## src/rtl/fir_coef_loader.sv

```systemverilog
// Coefficient download sequencer: streams host bytes into the FIR bank's coefficient RAMs,
// one filter at a time. Optional trailing checksum via FIR_COEF_LOADER_CHECKSUM_EN.
module fir_coef_loader #(
    parameter int taps_per_filter = 4,
    parameter int QUIESCE_CLKS    = 600
) (
    input  logic       clk,
    input  logic       reset_n,
    input  logic       start,
    input  logic       abort,
    input  logic [8:0] coefs_per_tap,
    input  logic       audio_en_in,
    input  logic       byte_valid,
    input  logic [7:0] byte_data,
    output logic       byte_ready,
    input  logic       wr_addr_zero,
    output logic       audio_en,
    output logic       coef_addr_rst,
    output logic       coefficient_wr_en,
    output logic [5:0] coef_select,
    output logic [7:0] coef_wr_msb_data,
    output logic [7:0] coef_wr_lsb_data,
    output logic       busy,
    output logic       done,
    output logic       error
);

    localparam int QW = $clog2(QUIESCE_CLKS + 1);
    localparam logic [QW-1:0] Q_LAST  = QW'(QUIESCE_CLKS - 1);
    localparam logic [5:0]   LAST_SEL = 6'(taps_per_filter - 1);

    typedef enum logic [3:0] {
        S_IDLE, S_QUIESCE, S_ARST, S_ACHK, S_MSB, S_LSB,
        S_WR, S_HOLD, S_NEXT, S_FIN, S_CSM, S_CSL
    } state_t;

    state_t        r_state, w_state_next;
    logic [QW-1:0] r_qcnt, w_qcnt_next;
    logic          r_sub, w_sub_next;
    logic [8:0]    r_count, w_count_next;
    logic [8:0]    r_cpt, w_cpt_next;
    logic [5:0]    r_select, w_select_next;
    logic [7:0]    r_msb, w_msb_next;
    logic [7:0]    r_lsb, w_lsb_next;
    logic          r_error, w_error_next;
    logic          r_audio_en, r_byte_ready, r_addr_rst, r_wr_en, r_busy, r_done;
    logic          w_hs;
`ifdef FIR_COEF_LOADER_CHECKSUM_EN
    logic [15:0]   r_sum, w_sum_next;
    logic [7:0]    r_chk_msb, w_chk_msb_next;
`endif

    assign w_hs = r_byte_ready & byte_valid;

    always_comb begin
        w_state_next  = r_state;
        w_qcnt_next   = r_qcnt;
        w_sub_next    = r_sub;
        w_count_next  = r_count;
        w_cpt_next    = r_cpt;
        w_select_next = r_select;
        w_msb_next    = r_msb;
        w_lsb_next    = r_lsb;
        w_error_next  = r_error;
`ifdef FIR_COEF_LOADER_CHECKSUM_EN
        w_sum_next     = r_sum;
        w_chk_msb_next = r_chk_msb;
`endif
        case (r_state)
            S_IDLE: begin
                if (start) begin
                    if (coefs_per_tap != 9'd0) begin
                        w_error_next  = 1'b0;
                        w_select_next = 6'd0;
                        w_cpt_next    = coefs_per_tap;
                        w_qcnt_next   = '0;
                        w_state_next  = S_QUIESCE;
`ifdef FIR_COEF_LOADER_CHECKSUM_EN
                        w_sum_next    = 16'd0;
`endif
                    end else begin
                        w_error_next = 1'b1;
                    end
                end
            end
            S_QUIESCE: begin
                if (r_qcnt == Q_LAST) w_state_next = S_ARST;
                else                  w_qcnt_next  = r_qcnt + 1'b1;
            end
            S_ARST: begin
                w_sub_next   = 1'b0;
                w_state_next = S_ACHK;
            end
            S_ACHK: begin
                // First cycle lets the bank's address register settle after the reset pulse.
                if (!r_sub) begin
                    w_sub_next = 1'b1;
                end else if (wr_addr_zero) begin
                    w_count_next = 9'd0;
                    w_state_next = S_MSB;
                end else begin
                    w_error_next = 1'b1;
                    w_state_next = S_IDLE;
                end
            end
            S_MSB: begin
                if (w_hs) begin
                    w_msb_next   = byte_data;
                    w_state_next = S_LSB;
                end
            end
            S_LSB: begin
                if (w_hs) begin
                    w_lsb_next   = byte_data;
                    w_state_next = S_WR;
                end
            end
            S_WR: begin
                w_sub_next   = 1'b0;
                w_state_next = S_HOLD;
`ifdef FIR_COEF_LOADER_CHECKSUM_EN
                w_sum_next   = r_sum + {r_msb, r_lsb};
`endif
            end
            S_HOLD: begin
                // Data and select stay frozen until the bank's delayed address increment lands.
                if (!r_sub) begin
                    w_sub_next = 1'b1;
                end else begin
                    w_count_next = r_count + 9'd1;
                    if ((r_count + 9'd1) == r_cpt) w_state_next = S_NEXT;
                    else                           w_state_next = S_MSB;
                end
            end
            S_NEXT: begin
                if (r_select == LAST_SEL) begin
`ifdef FIR_COEF_LOADER_CHECKSUM_EN
                    w_state_next = S_CSM;
`else
                    w_state_next = S_FIN;
`endif
                end else begin
                    w_select_next = r_select + 6'd1;
                    w_state_next  = S_ARST;
                end
            end
            S_FIN: w_state_next = S_IDLE;
`ifdef FIR_COEF_LOADER_CHECKSUM_EN
            S_CSM: begin
                if (w_hs) begin
                    w_chk_msb_next = byte_data;
                    w_state_next   = S_CSL;
                end
            end
            S_CSL: begin
                if (w_hs) begin
                    if ({r_chk_msb, byte_data} == r_sum) begin
                        w_state_next = S_FIN;
                    end else begin
                        w_error_next = 1'b1;
                        w_state_next = S_IDLE;
                    end
                end
            end
`endif
            default: w_state_next = S_IDLE;
        endcase
        if (abort) begin
            w_state_next = S_IDLE;
            w_error_next = 1'b1;
        end
    end

    always_ff @(posedge clk) begin
        if (!reset_n) begin
            r_state      <= S_IDLE;
            r_qcnt       <= '0;
            r_sub        <= 1'b0;
            r_count      <= 9'd0;
            r_cpt        <= 9'd0;
            r_select     <= 6'd0;
            r_msb        <= 8'd0;
            r_lsb        <= 8'd0;
            r_error      <= 1'b0;
            r_audio_en   <= 1'b0;
            r_byte_ready <= 1'b0;
            r_addr_rst   <= 1'b0;
            r_wr_en      <= 1'b0;
            r_busy       <= 1'b0;
            r_done       <= 1'b0;
`ifdef FIR_COEF_LOADER_CHECKSUM_EN
            r_sum        <= 16'd0;
            r_chk_msb    <= 8'd0;
`endif
        end else begin
            r_state      <= w_state_next;
            r_qcnt       <= w_qcnt_next;
            r_sub        <= w_sub_next;
            r_count      <= w_count_next;
            r_cpt        <= w_cpt_next;
            r_select     <= w_select_next;
            r_msb        <= w_msb_next;
            r_lsb        <= w_lsb_next;
            r_error      <= w_error_next;
            // Audio is cut the clock a load starts and comes back one clock after IDLE is re-entered.
            r_audio_en   <= (r_state == S_IDLE && w_state_next == S_IDLE) ? audio_en_in : 1'b0;
            r_byte_ready <= (w_state_next == S_MSB) || (w_state_next == S_LSB) ||
                            (w_state_next == S_CSM) || (w_state_next == S_CSL);
            r_addr_rst   <= (w_state_next == S_ARST);
            r_wr_en      <= (w_state_next == S_WR);
            r_busy       <= (w_state_next != S_IDLE);
            r_done       <= (w_state_next == S_FIN);
`ifdef FIR_COEF_LOADER_CHECKSUM_EN
            r_sum        <= w_sum_next;
            r_chk_msb    <= w_chk_msb_next;
`endif
        end
    end

    assign byte_ready        = r_byte_ready;
    assign audio_en          = r_audio_en;
    assign coef_addr_rst     = r_addr_rst;
    assign coefficient_wr_en = r_wr_en;
    assign coef_select       = r_select;
    assign coef_wr_msb_data  = r_msb;
    assign coef_wr_lsb_data  = r_lsb;
    assign busy              = r_busy;
    assign done              = r_done;
    assign error             = r_error;

endmodule
```

## config.mk

```make
export PLATFORM = sky130hd
export DESIGN_NAME = fir_coef_loader
export DESIGN_NICKNAME = d
export VERILOG_FILES = /design/src/rtl/fir_coef_loader.sv
export SDC_FILE = /design/constraint.sdc
export NUM_CORES = 1
export LEC_CHECK = 0
export ABC_AREA = 1
export CAP_MARGIN = 0
export CORE_ASPECT_RATIO = 0.8
export CORE_UTILIZATION = 54
export CTS_BUF_LIST = sky130_fd_sc_hd__clkbuf_4
export CTS_CLUSTER_DIAMETER = 120
export DETAILED_ROUTE_END_ITERATION = 10
export PLACE_DENSITY = 0.93
export SLEW_MARGIN = 20
export SYNTH_ARGS = -nofsm -noshare
export SYNTH_HDL_FRONTEND = slang
export SYNTH_SLANG_ARGS = --single-unit
```

## constraint.sdc

```tcl
create_clock -name clk -period 2.1 [get_ports clk]
set_input_delay 0.42 -clock clk [delete_from_list [all_inputs] [get_ports clk]]
set_output_delay 0.42 -clock clk [all_outputs]
set_load 0.02 [all_outputs]
```

======== Word level (Yosys, flattened, before mapping) ========
Index checks and enable logic that the tools add are counted.
Widths: inputs -> output; s select.
storage, ports and cells
  output and inout port bits .............. 29
  input port bits ......................... 24
  logic and storage cells ................. 101
  register bits ........................... 62
operators by class
  equality and inequality tests ........... 28
  mux-type cells .......................... 31
  reduce and logical (&&, ||, !) cells .... 23
  bitwise operators ....................... 1
  add/subtract/negate cells ............... 3
operator list
  operator               count
  $mux 4                 10
  $pmux 4 s9             1
  $mux 10                3
  $eq 4x3->1 const B     7
  $mux 9                 3
  $pmux 10 s2            1
  $mux 6                 3
  $pmux 9 s2             1
  $eq 4x4->1 const B     4
  $reduce_and 4->1       4
  $ne 2x2->1 const B     7
  $eq 4x2->1 const B     3
  $pmux 6 s2             1
  $add 10x1->10 const B  1
  $eq 10x10->1 const B   1
  $add 9x1->9 const B    1
  $eq 9x9->1             1
  $ne 3x3->1 const B     3
  $reduce_bool 9->1      1
  $logic_not 4->1        2
  $reduce_bool 2->1      4
  $add 6x1->6 const B    1
  $eq 6x2->1 const B     1
  $reduce_and 2->1       3
  other kinds (11)       19

======== Logic depth before layout (Yosys ltp) ========
Gate-level depths: netlist of the first run.
  depth in word-level cells ............... 10
  depth in mapped cells ................... 16
  gate-level depth less buffers ........... 16

======== Worst setup path before layout of the first run ========
Ideal clock, no wire load.
  path type ............................... reg-to-reg
  start ................................... reg r_count[0]
  end ..................................... reg r_busy, in the netlist busy
  clock period less this slack ............ 1.632 ns
  cell stages (with the launch flop) ...... 17
  setup slack ............................. 0.468 ns
  arrival ................................. 1.523 ns
  library setup time ...................... 0.109 ns
  data required time ...................... 1.991 ns
  path buffers ............................ 0
  cell sequence ........................... dfxtp_1 > ha_1 > nand2_2 > inv_2 > nand2_1 > nand2_1 > nand2_1 > nand2_1 > nand2_1 > nor2_1 > nand4_1 > nand2_1 > nand2_1 > nand2_1 > nand3_1 > nand2_1 > inv_1
on the way
  longest elaborated chain between the ends .. 7
RTL lines
  what                    line  source
  from (decl)             40    logic [8:0] r_count, w_count_next;
  from (signal assigned)  199   r_count <= w_count_next;
  $add 9x1->9             131   if ((r_count + 9'd1) == r_cpt) w_state_next = S_NEXT;
  $eq 9x9->1              131
  $mux 4                  131
  $mux 4                  127   if (!r_sub) begin
  $pmux 4 s9              69    case (r_state)
  $mux 4                  168   if (abort) begin
  $reduce_bool 4->1       211   r_busy <= (w_state_next != S_IDLE);
  to (signal assigned)    211
  to (decl)               46    logic r_audio_en, r_byte_ready, r_addr_rst, r_wr_en, r_busy, r_done;
No other way between the ends.
A chain may end at the register's enable or synchronous reset.

======== Worst setup path in the final report of the first run ========
  start ................................... reg r_count[2]
  end ..................................... reg r_addr_rst, in the netlist coef_addr_rst
on the way
  longest elaborated chain between the ends .. 7
RTL lines
  what                  line  source
  $add 9x1->9           131
  $eq 9x9->1            131
  $mux 4                131
  $mux 4                127
  $pmux 4 s9            69
  $mux 4                168
  $eq 4x2->1            209   r_addr_rst <= (w_state_next == S_ARST);
  to (signal assigned)  209
  to (decl)             46
No other way between the ends.

==> results of run 1 <==
-- how the worst min path moves through the flow --
| stage | endpoint | cells past startpoint | start | slack (ns) |
|---|---|---|---|---|
| after floorplan | r_qcnt[8] | 2 | r_qcnt[8] | 0.44 |
| after global placement | r_qcnt[8] | 2 | r_qcnt[8] | 0.45 |
| after detailed placement | r_qcnt[8] | 2 | r_qcnt[8] | 0.46 |
| after CTS | r_qcnt[8] | 2 | r_qcnt[8] | 0.47 |
| after global routing | r_qcnt[8] | 2 | r_qcnt[8] | 0.49 |
| final | r_qcnt[8] | 2 | r_qcnt[8] | 0.47 |
-- power by group through the flow --
stage	sequential [mW]	combinational [mW]	clock [mW]
floorplan	1.24	0.0882	0
global placement	1.23	0.178	0
detailed placement	1.24	0.182	0
CTS	1.21	0.184	0.802
global route	1.21	0.207	0.859
finish	1.21	0.188	0.791
-- kinds of logic after synthesis --
logic type	share of synthesized area, %
simple gates	33.9
flops	41.7
compound gates	13.2
fa+ha+maj	1.26
buf+inv	8.45
xor+xnor	1.47
-- layout make-up --
| cell class | count | area share, % |
|---|---|---|
| Clock buffer | 10 | 1.99 |
| Clock inverter | 5 | 1.36 |
| Inverter | 56 | 5.56 |
| Multi-Input combinational cell | 306 | 40.0 |
| Sequential cell | 62 | 32.9 |
| Tap cell | 62 | 2.05 |
| Timing Repair Buffer | 64 | 16.1 |
-- routing by layer --
layer  vias to the layer above  global-route usage (%)  wire length, um
met5                         -                       0                0
met4                         0                    13.1              111
met3                        14                    10.3              695
met2                       145                    46.7             3520
met1                      1379                    32.4             3200
li1                       1538                       -                -
-- state kept, by name, indices dropped and copies added (netlist names) --
name / cells
r_cpt: 9
done: 1
r_count: 9
busy: 1
error: 1
audio_en: 1
byte_ready: 1
coef_select: 6
coef_wr_msb_data: 8
coef_wr_lsb_data: 8
coef_addr_rst: 1
coefficient_wr_en: 1
r_sub: 1
r_state: 4
r_qcnt: 10
-- through the flow --
step / instance area (sq um) / worst slack (ns) / instances
finish: 3780 / 0.176 / 565
global route: 3780 / 0.0158 / 565
CTS: 3740 / 0.0449 / 564
detailed placement: 3610 / -0.0823 / 549
global placement: 3610 / 0.0107 / 549
floorplan: 2980 / 0.468 / 433
-- cells in the final DEF (no fill, tap or decap), drive strengths merged --
cell type / n
nand3: 31
inv: 56
o21ai: 33
nand4: 7
nor3b: 1
nand3b: 2
bufinv: 1
clkinvlp: 1
and3: 3
nor2: 74
dfxtp: 62
nor4: 4
or2: 2
nand2: 89
ha: 3
o21bai: 2
o22ai: 1
buf: 12
nor3: 10
o2111ai: 1
clkinv: 3
a211oi: 1
clkdlybuf4s50: 52
a21oi: 37
xor2: 5
clkbuf: 10
-- repair_timing --
item | in CTS | in global routing
gates resized for setup | 0 | 10
setup buffers | 0 | 1
endpoints found under the setup margin | 0 | 6
-- worst reg2reg max path, cell delays in order (launching register included) --
cell and delay, ns:
dfxtp_1 0.42, nand2_1 0.15, nor2_4 0.18, nand3b_1 0.10, nand2_1 0.12, xor2_1 0.18
nand4_1 0.16, o21bai_1 0.22, nand2_2 0.12, and3_1 0.17
==> report_table.html, run 1 <==
<table>
<tr><th>Metric</th><th>Value</th></tr>
<tr><th colspan="2">Yosys</th></tr>
<tr><td>Synthesized netlist net count</td><td>460</td></tr>
<tr><td>Number of flops mapped to enable cells by yosys</td><td>0</td></tr>
<tr><td>Proportion of synthesized flip-flops having asynchronous set or reset</td><td>0%</td></tr>
<tr><td>Post-synthesis cell type with the largest combined area</td><td>dfxtp_1</td></tr>
<tr><td>Library cell with the highest instance count after synthesis</td><td>nand2_1</td></tr>
<tr><td>Synthesis warning total</td><td>0</td></tr>
<tr><td>Mapped Cells</td><td>433</td></tr>
<tr><td>Leading cell types by total area after synthesis</td><td>dfxtp_1 42%, nand2_1 11%, nor2_1 8.2%, inv_1 6.4%, a21oi_1 6.2%</td></tr>
<tr><td>Dominant synthesized flop cell</td><td>dfxtp_1</td></tr>
<tr><td>Ranking of synthesized cells by instance count</td><td>86 x nand2_1, 65 x nor2_1, 62 x dfxtp_1</td></tr>
<tr><td>Area share of the largest cell type after synthesis</td><td>41.7%</td></tr>
<tr><td>Mapped cell area</td><td>about 3000 sq um</td></tr>
<tr><td>Share of the yosys chip area belonging to registers</td><td>a little over two fifths</td></tr>
<tr><td>Register bit total from synthesis</td><td>62</td></tr>
<tr><td>Average size of a mapped cell</td><td>approximately 7 sq um</td></tr>
<tr><td>Number of distinct library cells after synthesis</td><td>34</td></tr>
<tr><th colspan="2">Floorplanning</th></tr>
<tr><td>Die Wd</td><td>approximately 85 um</td></tr>
<tr><td>Area of the die</td><td>5810 sq um</td></tr>
<tr><td>Row count</td><td>23</td></tr>
<tr><td>Core Footprint</td><td>just over 5000 sq um</td></tr>
<tr><td>Y dimension of the die</td><td>68.4 um</td></tr>
<tr><td>I/O pin count</td><td>between 50 and 60</td></tr>
<tr><td>Initial core utilization</td><td>approximately 58%</td></tr>
<tr><th colspan="2">Detailed routing</th></tr>
<tr><td>ANT nets after route</td><td>0</td></tr>
<tr><td>Average wire per cell in the routed design</td><td>between 10 and 15 um</td></tr>
<tr><td>Detailed-routing iteration count for the pre-antenna-repair pass</td><td>7</td></tr>
<tr><td>Via density per instance</td><td>around 5.4</td></tr>
<tr><td>Wire length after detailed routing</td><td>between 7000 and 8000 um</td></tr>
<tr><td>Number of vias after detailed routing</td><td>between 3,000 and 4,000</td></tr>
<tr><td>Detailed-route DRC error count</td><td>0</td></tr>
<tr><td>First DRT Iteration DRCs</td><td>~250</td></tr>
<tr><th colspan="2">Timing</th></tr>
<tr><td>Total count of max-transition violations in the final report</td><td>0</td></tr>
<tr><td>RSZ-0062 raised after global routing</td><td>false</td></tr>
<tr><td>Worst setup skew after layout</td><td>approximately 0.018 ns</td></tr>
<tr><td>Final setup viols</td><td>0</td></tr>
<tr><td>Share of the cycle needed by the critical path after routing</td><td>~90%</td></tr>
<tr><td>Fmax</td><td>between 0.5 and 0.6 GHz</td></tr>
<tr><td>Relative slew slack</td><td>between 60% and 70%</td></tr>
<tr><td>Hold slack</td><td>between 0.4 and 0.5 ns</td></tr>
<tr><td>Setup_tns</td><td>0 ns</td></tr>
<tr><td>Final hold violation count</td><td>0</td></tr>
<tr><td>Minimum period implied by the final worst setup slack</td><td>1.92 ns</td></tr>
<tr><td>Slew at the pin closest to its max-slew limit</td><td>0.542 ns</td></tr>
<tr><th colspan="2">Clock tree</th></tr>
<tr><td>CTS Hold Buffers Added</td><td>0</td></tr>
<tr><td>Clock input transition at the sequential cells of the worst setup and hold paths</td><td>0.10 ns</td></tr>
<tr><td>Clock tree from TritonCTS</td><td>done</td></tr>
<tr><td>Cell chosen for the clock root</td><td>clkbuf_4</td></tr>
<tr><td>Maximum number of buffers from clock root to sink</td><td>2</td></tr>
<tr><td>Latest clock arrival within the worst-skew pair</td><td>0.40 ns</td></tr>
<tr><td>Number of levels in the clock H-tree</td><td>3</td></tr>
<tr><td>Number of buffers added by the clock tree synthesis step</td><td>9</td></tr>
<tr><td>Number of clock sinks seen by CTS</td><td>a little over 60</td></tr>
<tr><th colspan="2">Power and ir drop</th></tr>
<tr><td>Switching Share</td><td>roughly 25%</td></tr>
<tr><td>P_sw</td><td>around 0.54 mW</td></tr>
<tr><td>Power per cell area</td><td>slightly below 600 nW/um^2</td></tr>
<tr><td>Share of power burned in the clock network</td><td>roughly 36%</td></tr>
<tr><td>Sequential share of power</td><td>55.3%</td></tr>
<tr><td>Part of the total power dissipated in combinational logic</td><td>under 10%</td></tr>
<tr><td>Cell Int Power</td><td>about 1.6 mW</td></tr>
<tr><td>Largest voltage drop on the vdd net</td><td>a little over 0.4 mV</td></tr>
<tr><td>Leakage component of the power</td><td>1.52 nW</td></tr>
<tr><td>Total design power</td><td>2.19 mW</td></tr>
<tr><th colspan="2">Placed design</th></tr>
<tr><td># port buffers</td><td>between 50 and 60</td></tr>
<tr><td>Final RePlAce weighted congestion</td><td>roughly 0.94</td></tr>
<tr><td>Dpl hpwl</td><td>between 5000 and 6000 um</td></tr>
<tr><th colspan="2">GRT</th></tr>
<tr><td>Pin count of the biggest net entering global routing</td><td>32</td></tr>
<tr><td>Vias in the first global route</td><td>2,928</td></tr>
<tr><td>Initial antenna violation count</td><td>0</td></tr>
<tr><td>First-pass GRT wire length</td><td>12,500 um</td></tr>
<tr><td>All-layer global routing usage</td><td>approximately 28%</td></tr>
<tr><td>Overflow left after global routing</td><td>0</td></tr>
<tr><th colspan="2">Setup path</th></tr>
<tr><td>Worst Setup Path Type</td><td>reg -&gt; reg</td></tr>
<tr><td>Reg-to-reg setup timing slack</td><td>roughly 0.18 ns</td></tr>
<tr><td>Largest stage delay on the critical path</td><td>about 0.42 ns</td></tr>
<tr><td>Data required time at the worst endpoint</td><td>approximately 2.4 ns</td></tr>
<tr><td>Largest fanout on the critical path</td><td>6</td></tr>
<tr><td>Worst reg-to-reg path cell count</td><td>9</td></tr>
<tr><td>Worst setup path start</td><td>r_count[2]</td></tr>
<tr><td>Dominant cell type by count on the critical path</td><td>nand2_1</td></tr>
<tr><td>Endpoint arrival time on the critical path</td><td>approximately 2.2 ns</td></tr>
<tr><td>Slowest cell on the critical path</td><td>dfxtp_1</td></tr>
<tr><td>Startpoint Class</td><td>flop</td></tr>
<tr><td>Critical Path, Cell by Cell</td><td>nand2_1, nor2_4, nand3b_1, nand2_1, xor2_1, nand4_1, o21bai_1, nand2_2, and3_1</td></tr>
<tr><td>Endpoint kind of the worst setup timing path</td><td>flop</td></tr>
<tr><td>Worst Setup EP</td><td>coef_addr_rst</td></tr>
<tr><td>Critical register-to-register path endpoint</td><td>coef_addr_rst</td></tr>
<tr><td>Startpoint of the worst-slack reg-to-reg timing path</td><td>r_count[2]</td></tr>
<tr><td>CP bufs+invs</td><td>0</td></tr>
<tr><td>Top cell family by delay on the critical path</td><td>simple AND/OR/NAND/NOR gates</td></tr>
<tr><td>Levels on crit path</td><td>9</td></tr>
<tr><th colspan="2">Layout</th></tr>
<tr><td>Count of filler cells inserted in the layout</td><td>374</td></tr>
<tr><td>P&amp;R area growth vs syn</td><td>27.1%</td></tr>
<tr><td>Fraction of layout instances using a drive strength above 1</td><td>between 10% and 20%</td></tr>
<tr><td>Ant diodes</td><td>0</td></tr>
<tr><td>Share of the core filled with cells</td><td>73.4%</td></tr>
<tr><td>Sequential cell area</td><td>between 1000 and 1500 sq um</td></tr>
<tr><td>Area of the multi-input gates</td><td>1510 sq um</td></tr>
<tr><td>Number of nets in the finished design</td><td>roughly 530</td></tr>
<tr><th colspan="2">Outcome</th></tr>
<tr><td>Outcome</td><td>completed</td></tr>
<tr><th colspan="2">Min path</th></tr>
<tr><td>Classification of the worst-slack hold path</td><td>reg -&gt; reg</td></tr>
<tr><th colspan="2">Job</th></tr>
<tr><td>Count of maximum capacitance violations</td><td>0</td></tr>
</table>
No activity file was read; power rests on OpenSTA's default activity.
==> run 2, diff against run 1 <==
--- a/config.mk
+++ b/config.mk
@@ -8,6 +8,7 @@
 export ABC_AREA = 1
 export CAP_MARGIN = 0
 export CORE_ASPECT_RATIO = 0.8
+export CORE_MARGIN = 8
 export CORE_UTILIZATION = 54
 export CTS_BUF_LIST = sky130_fd_sc_hd__clkbuf_4
 export CTS_CLUSTER_DIAMETER = 120
==> report_table.html, run 2 (same netlist as run 1, synthesis figures left out) <==
<table>
<tr><th>Metric</th><th>Value</th></tr>
<tr><th colspan="2">Timing</th></tr>
<tr><td>Minimum period implied by the final worst setup slack</td><td>2.01 ns</td></tr>
<tr><td>Setup_tns</td><td>0 ns</td></tr>
<tr><td>Final hold violation count</td><td>0</td></tr>
<tr><td>Fmax</td><td>roughly 0.5 GHz</td></tr>
<tr><td>Hold slack</td><td>between 0.4 and 0.5 ns</td></tr>
<tr><td>Final setup viols</td><td>0</td></tr>
<tr><td>Slew at the pin closest to its max-slew limit</td><td>roughly 0.40 ns</td></tr>
<tr><td>Share of the cycle needed by the critical path after routing</td><td>a little over nine tenths</td></tr>
<tr><td>Relative slew slack</td><td>between 70% and 80%</td></tr>
<tr><td>Total count of max-transition violations in the final report</td><td>0</td></tr>
<tr><td>Worst setup skew after layout</td><td>between 0.01 and 0.015 ns</td></tr>
<tr><th colspan="2">Placed design</th></tr>
<tr><td># port buffers</td><td>52</td></tr>
<tr><td>Dpl hpwl</td><td>5860 um</td></tr>
<tr><td>Placed instance area</td><td>3630 sq um</td></tr>
<tr><td>Final RePlAce weighted congestion</td><td>approximately 0.92</td></tr>
<tr><th colspan="2">Layout</th></tr>
<tr><td>Commonest cells after routing, fill and taps aside</td><td>85 x nand2_1, 65 x nor2_1, 60 x dfxtp_1, 52 x clkdlybuf4s50_1, 51 x inv_1</td></tr>
<tr><td>Design area</td><td>between 3000 and 4000 sq um</td></tr>
<tr><td>Biggest registers after layout</td><td>r_qcnt x10, r_count x9, r_cpt x9</td></tr>
<tr><td>Fraction of layout instances using a drive strength above 1</td><td>10.5%</td></tr>
<tr><td>P&amp;R area growth vs syn</td><td>25.8%</td></tr>
<tr><td>Number of flip-flops in the largest register</td><td>10</td></tr>
<tr><td>Most common cell after layout, fill and taps aside</td><td>nand2_1</td></tr>
<tr><td>Ant diodes</td><td>0</td></tr>
<tr><td>Largest Register</td><td>r_qcnt</td></tr>
<tr><td>Number of nets in the finished design</td><td>527</td></tr>
<tr><th colspan="2">Setup path</th></tr>
<tr><td>Endpoint arrival time on the critical path</td><td>2.34 ns</td></tr>
<tr><td>Largest fanout on the critical path</td><td>3</td></tr>
<tr><td>Largest stage delay on the critical path</td><td>roughly 0.35 ns</td></tr>
<tr><td>Slowest cell on the critical path</td><td>dfxtp_2</td></tr>
<tr><td>Dominant cell type by count on the critical path</td><td>nor2_1</td></tr>
<tr><td>Data required time at the worst endpoint</td><td>between 2 and 2.5 ns</td></tr>
<tr><td>Critical Path, Cell by Cell</td><td>ha_4, nor2_1, nor2_1, nand3_1, nor2_1, nand3_1, nor2_1, nand4_1, nand2_1, nand2_1, nand2_2, nand3_1, nand2_1, inv_1</td></tr>
<tr><td>Startpoint Class</td><td>flop</td></tr>
<tr><td>Worst Setup Path Type</td><td>reg -&gt; reg</td></tr>
<tr><td>Endpoint kind of the worst setup timing path</td><td>flop</td></tr>
<tr><th colspan="2">Detailed routing</th></tr>
<tr><td>Wire length after detailed routing</td><td>7870 um</td></tr>
<tr><td>Detailed-routing iteration count for the pre-antenna-repair pass</td><td>5</td></tr>
<tr><td>Detailed-route DRC error count</td><td>0</td></tr>
<tr><td>Via density per instance</td><td>roughly 5.4</td></tr>
<tr><td>ANT nets after route</td><td>0</td></tr>
<tr><td>First DRT Iteration DRCs</td><td>about 160</td></tr>
<tr><td>Average wire per cell in the routed design</td><td>13.9 um</td></tr>
<tr><td>Number of vias after detailed routing</td><td>3,095</td></tr>
<tr><th colspan="2">Outcome</th></tr>
<tr><td>Outcome</td><td>completed</td></tr>
<tr><th colspan="2">Min path</th></tr>
<tr><td>Classification of the worst-slack hold path</td><td>reg -&gt; reg</td></tr>
<tr><th colspan="2">GRT</th></tr>
<tr><td>All-layer global routing usage</td><td>around a fifth</td></tr>
<tr><td>First-pass GRT wire length</td><td>~13,000 um</td></tr>
<tr><td>Initial antenna violation count</td><td>0</td></tr>
<tr><td>Pin count of the biggest net entering global routing</td><td>19</td></tr>
<tr><td>Overflow left after global routing</td><td>0</td></tr>
<tr><td>Vias in the first global route</td><td>between 2,000 and 3,000</td></tr>
<tr><th colspan="2">Clock tree</th></tr>
<tr><td>Clock tree from TritonCTS</td><td>done</td></tr>
<tr><td>Number of clock sinks seen by CTS</td><td>just over 60</td></tr>
<tr><td>Clock input transition at the sequential cells of the worst setup and hold paths</td><td>roughly 0.1 ns</td></tr>
<tr><td>Maximum number of buffers from clock root to sink</td><td>2</td></tr>
<tr><td>Cell chosen for the clock root</td><td>clkbuf_4</td></tr>
<tr><td>Latest clock arrival within the worst-skew pair</td><td>0.42 ns</td></tr>
<tr><td>Number of buffers added by the clock tree synthesis step</td><td>9</td></tr>
<tr><td>Number of levels in the clock H-tree</td><td>3</td></tr>
<tr><th colspan="2">Floorplanning</th></tr>
<tr><td>I/O pin count</td><td>53</td></tr>
<tr><td>Y dimension of the die</td><td>between 80 and 90 um</td></tr>
<tr><td>Die Wd</td><td>~100 um</td></tr>
<tr><td>Row count</td><td>24</td></tr>
<tr><td>Initial core utilization</td><td>55.4%</td></tr>
<tr><td>Core Footprint</td><td>~5400 sq um</td></tr>
<tr><td>Area of the die</td><td>8160 sq um</td></tr>
<tr><th colspan="2">Power and ir drop</th></tr>
<tr><td>Largest voltage drop on the vdd net</td><td>around 0.36 mV</td></tr>
<tr><td>Leakage component of the power</td><td>between 1 and 1.5 nW</td></tr>
<tr><td>Power per cell area</td><td>between 500 and 600 nW/um^2</td></tr>
<tr><th colspan="2">Job</th></tr>
<tr><td>Count of maximum capacitance violations</td><td>0</td></tr>
</table>
## run 2: worst paths after layout
check	from	endpoint	slack [ns]	cells after the start
worst min register to register	r_qcnt[8]	r_qcnt[8]	0.46	2
worst max-delay path	r_count[0]	busy	0.09	14
worst max register to register	r_count[0]	busy	0.09	14
worst min-delay path	r_qcnt[8]	r_qcnt[8]	0.46	2
## run 2: metal layers
metal	vias up	share of wire [%]	global-route usage (%)
met5	-	0	0
met4	0	1.6	9.31
met3	19	9.1	8.21
met2	118	46	32.0
met1	1420	43	21.5
li1	1538	-	-
## run 2: through the flow
| stage | setup WS, ns | total power, mW | cells | utilization (%) |
|---|---|---|---|---|
| 4_1_cts | 0.0519 | 2.04 | 567 | 69.2 |
| 5_1_grt | -0.0371 | 2.11 | 568 | 69.6 |
| 3_3_place_gp | -0.0200 | 1.41 | 553 | 67.5 |
| 3_5_place_dp | -0.0785 | 1.42 | 553 | 67.5 |
| 2_1_floorplan | 0.468 | 1.32 | 433 | - |
| 6_report | 0.0867 | 2.04 | 568 | 69.6 |
## run 2: report_power, final
part           leakage [nW]  total [mW]  switching, mW  internal (mW)
clock network        0.0546       0.642          0.411          0.230
registers             0.504        1.21         0.0121           1.20
logic                 0.934       0.188          0.100         0.0877
total                  1.49        2.04          0.524           1.51
## run 2: final cells by class
cell class	instances	area (sq um)
fillers	400	1630
multi-input cells	306	1500
flip-flops and latches	62	1240
repair buffers	65	618
inverters	56	210
well taps	65	81.3
clock buffers	10	75.1
clock inverters	4	16.3
## run 2: worst max-delay path, delay by kind of cell (launching register included)
kind / cells / cell delay (ns)
simple gates: 12 / 1.28
flops: 1 / 0.35
fa+ha+maj: 1 / 0.27
buf+inv: 1 / 0.03
## run 2: repair_timing
item	4_1_cts	5_1_grt
resized for setup	0	4
buffers inserted	0	1
hold buffers	0	0
endpoints found under the setup margin	0	4
==> run 3, diff against run 2 <==
--- a/config.mk
+++ b/config.mk
@@ -14,7 +14,6 @@
 export CTS_CLUSTER_DIAMETER = 120
 export DETAILED_ROUTE_END_ITERATION = 10
 export PLACE_DENSITY = 0.93
-export SLEW_MARGIN = 20
 export SYNTH_ARGS = -nofsm -noshare
 export SYNTH_HDL_FRONTEND = slang
 export SYNTH_SLANG_ARGS = --single-unit
==> results of run 3 <==
No change in the layout: final DEF, timing and power equal those of run 2.
==> patch (flow settings as in run 3) <==
The parameter `QUIESCE_CLKS` goes from 600 to 2400.
--- a/src/rtl/fir_coef_loader.sv
+++ b/src/rtl/fir_coef_loader.sv
@@ -3,5 +3,5 @@
 module fir_coef_loader #(
     parameter int taps_per_filter = 4,
-    parameter int QUIESCE_CLKS    = 600
+    parameter int QUIESCE_CLKS    = 2400
 ) (
     input  logic       clk,
Check against the original RTL: same outputs for any inputs over 10 cycles, from zero or initial values and one cycle with reset_n low; that may be too few to reach the edited logic, so the function may still have changed.
==> patch against run 3 <==
- total power increased by 3.3%
- final area rose by 8.4%
- combinational power increased by 7%
- via count rose by 7.9%
- die area is 5.3% higher
- synthesized area rose by 6.5%
- largest power group unchanged
- sequential cell count increased by 2
- wire length increased by 9.4%
- worst setup slack better by 0.063 ns
==> patch: results (changes against run 3) <==
- Status: finished clean (unchanged)
- Detailed-route via count: 3338 (was 3095)
- Leakage: 1.57 nW (was 1.49 nW)
- Met1 wire length: 3750 um (was 3380 um)
- GRT Total Usage: 20.1% (was 19.3%)
- Top Registers: r_qcnt x12, r_count x9, r_cpt x9 (was r_qcnt x10, r_count x9, r_cpt x9)
- Layout Skew: 0.00790 ns (was 0.0129 ns)
- Pre-CTS setup slack: -0.190 ns (was -0.0785 ns)
- Adder-cell share of the synthesized area: 1.18% (was 1.26%)
- Placed Area: 3860 um^2 (was 3630 um^2)
- Synth top area cells: dfxtp_1 (40%), nand2_1 (12%), nand3_1 (6.9%) (was dfxtp_1 (42%), nand2_1 (11%), nor2_1 (8.2%))
- Worst slew margin: 67.0% (was 73.2%)
- Share of cells above drive strength 1: 13.8% (was 10.5%)
- Synth Net Count: 481 (was 460)
- Xor/xnor share of the synthesized area: 0.553% (was 1.47%)
- Vias in the first global route: 3066 (was 2784)
- Number of placed instances, taps included: 593 (was 553)
- Final WL: 8610 um (was 7870 um)
- Fillers: 456 (was 400)
- Post-Synthesis Mean Instance Area: 6.98 um^2 (was 6.87 um^2)
- Synth Area in Compound Gates: 13.3% (was 13.2%)
- Final HPWL DP: 6430 um (was 5860 um)
- Final weighted congestion in routability-driven placement: 0.895 (was 0.921)
- Routed wl met2: 4100 um (was 3640 um)
- DRT iter0 DRCs: 169 (was 157)
- Met3 Wirelength: 551 um (was 719 um)
- First-pass GRT wire length: 13800 um (was 12600 um)
- Final Non-Filler Cells: 611 (was 568)
- Yosys cell types: 38 (was 34)
-- patch: area by class of cell --
type / instances / area (um^2) / share of cell area (%)
inverters: 51 / 191 / 4.72
well taps: 81 / 101 / 2.50
clock buffers: 9 / 67.6 / 1.67
clock inverters: 5 / 26.3 / 0.648
multi-input cells: 332 / 1720 / 42.4
repair buffers: 69 / 661 / 16.3
flip-flops and latches: 64 / 1290 / 31.7
-- patch: power breakdown --
group	switching [mW]	total, mW	internal [mW]
clock network	0.439	0.659	0.220
registers	0.0127	1.25	1.23
logic	0.111	0.202	0.0911
-- patch: worst paths after layout --
path	cells past startpoint	slack, ns	to	from
setup / recovery	14	0.15	busy	r_count[1]
setup reg to reg	14	0.15	busy	r_count[1]
hold / removal	2	0.46	coef_wr_lsb_data[6]	coef_wr_lsb_data[6]
hold reg to reg	2	0.46	coef_wr_lsb_data[6]	coef_wr_lsb_data[6]
-- patch: what timing repair did --
item / in CTS / in global routing
setup endpoints to repair: 0 / 8
buffers inserted: 0 / 4
hold buffers: 0 / 0
resized for setup: 0 / 13
-- patch: worst max-delay path: stages, from the launching register on --
cell	delay, ns
dfxtp_4	0.37
ha_4	0.18
nand2_4	0.07
nor2_4	0.19
nand3_2	0.13
nand3_2	0.10
nand3_2	0.08
nor3_4	0.22
nand2_1	0.08
nand2_1	0.06
nand2_1	0.06
nand2_2	0.10
nand3_2	0.10
nand2_1	0.09
inv_1	0.03
-- patch: logic make-up (layout without fill, tap and decap cells) --
group	after synthesis	count (layout)
compound gates	78	78
flops	64	64
fa+ha+maj	3	3
simple gates	249	249
xor+xnor	2	2
buf+inv	58	134
-- patch: metal layers --
metal | GRT usage, % | up-vias
met5 | 0 | -
met4 | 6.88 | 0
met3 | 6.78 | 20
met2 | 32.6 | 120
met1 | 24.1 | 1544
li1 | - | 1654
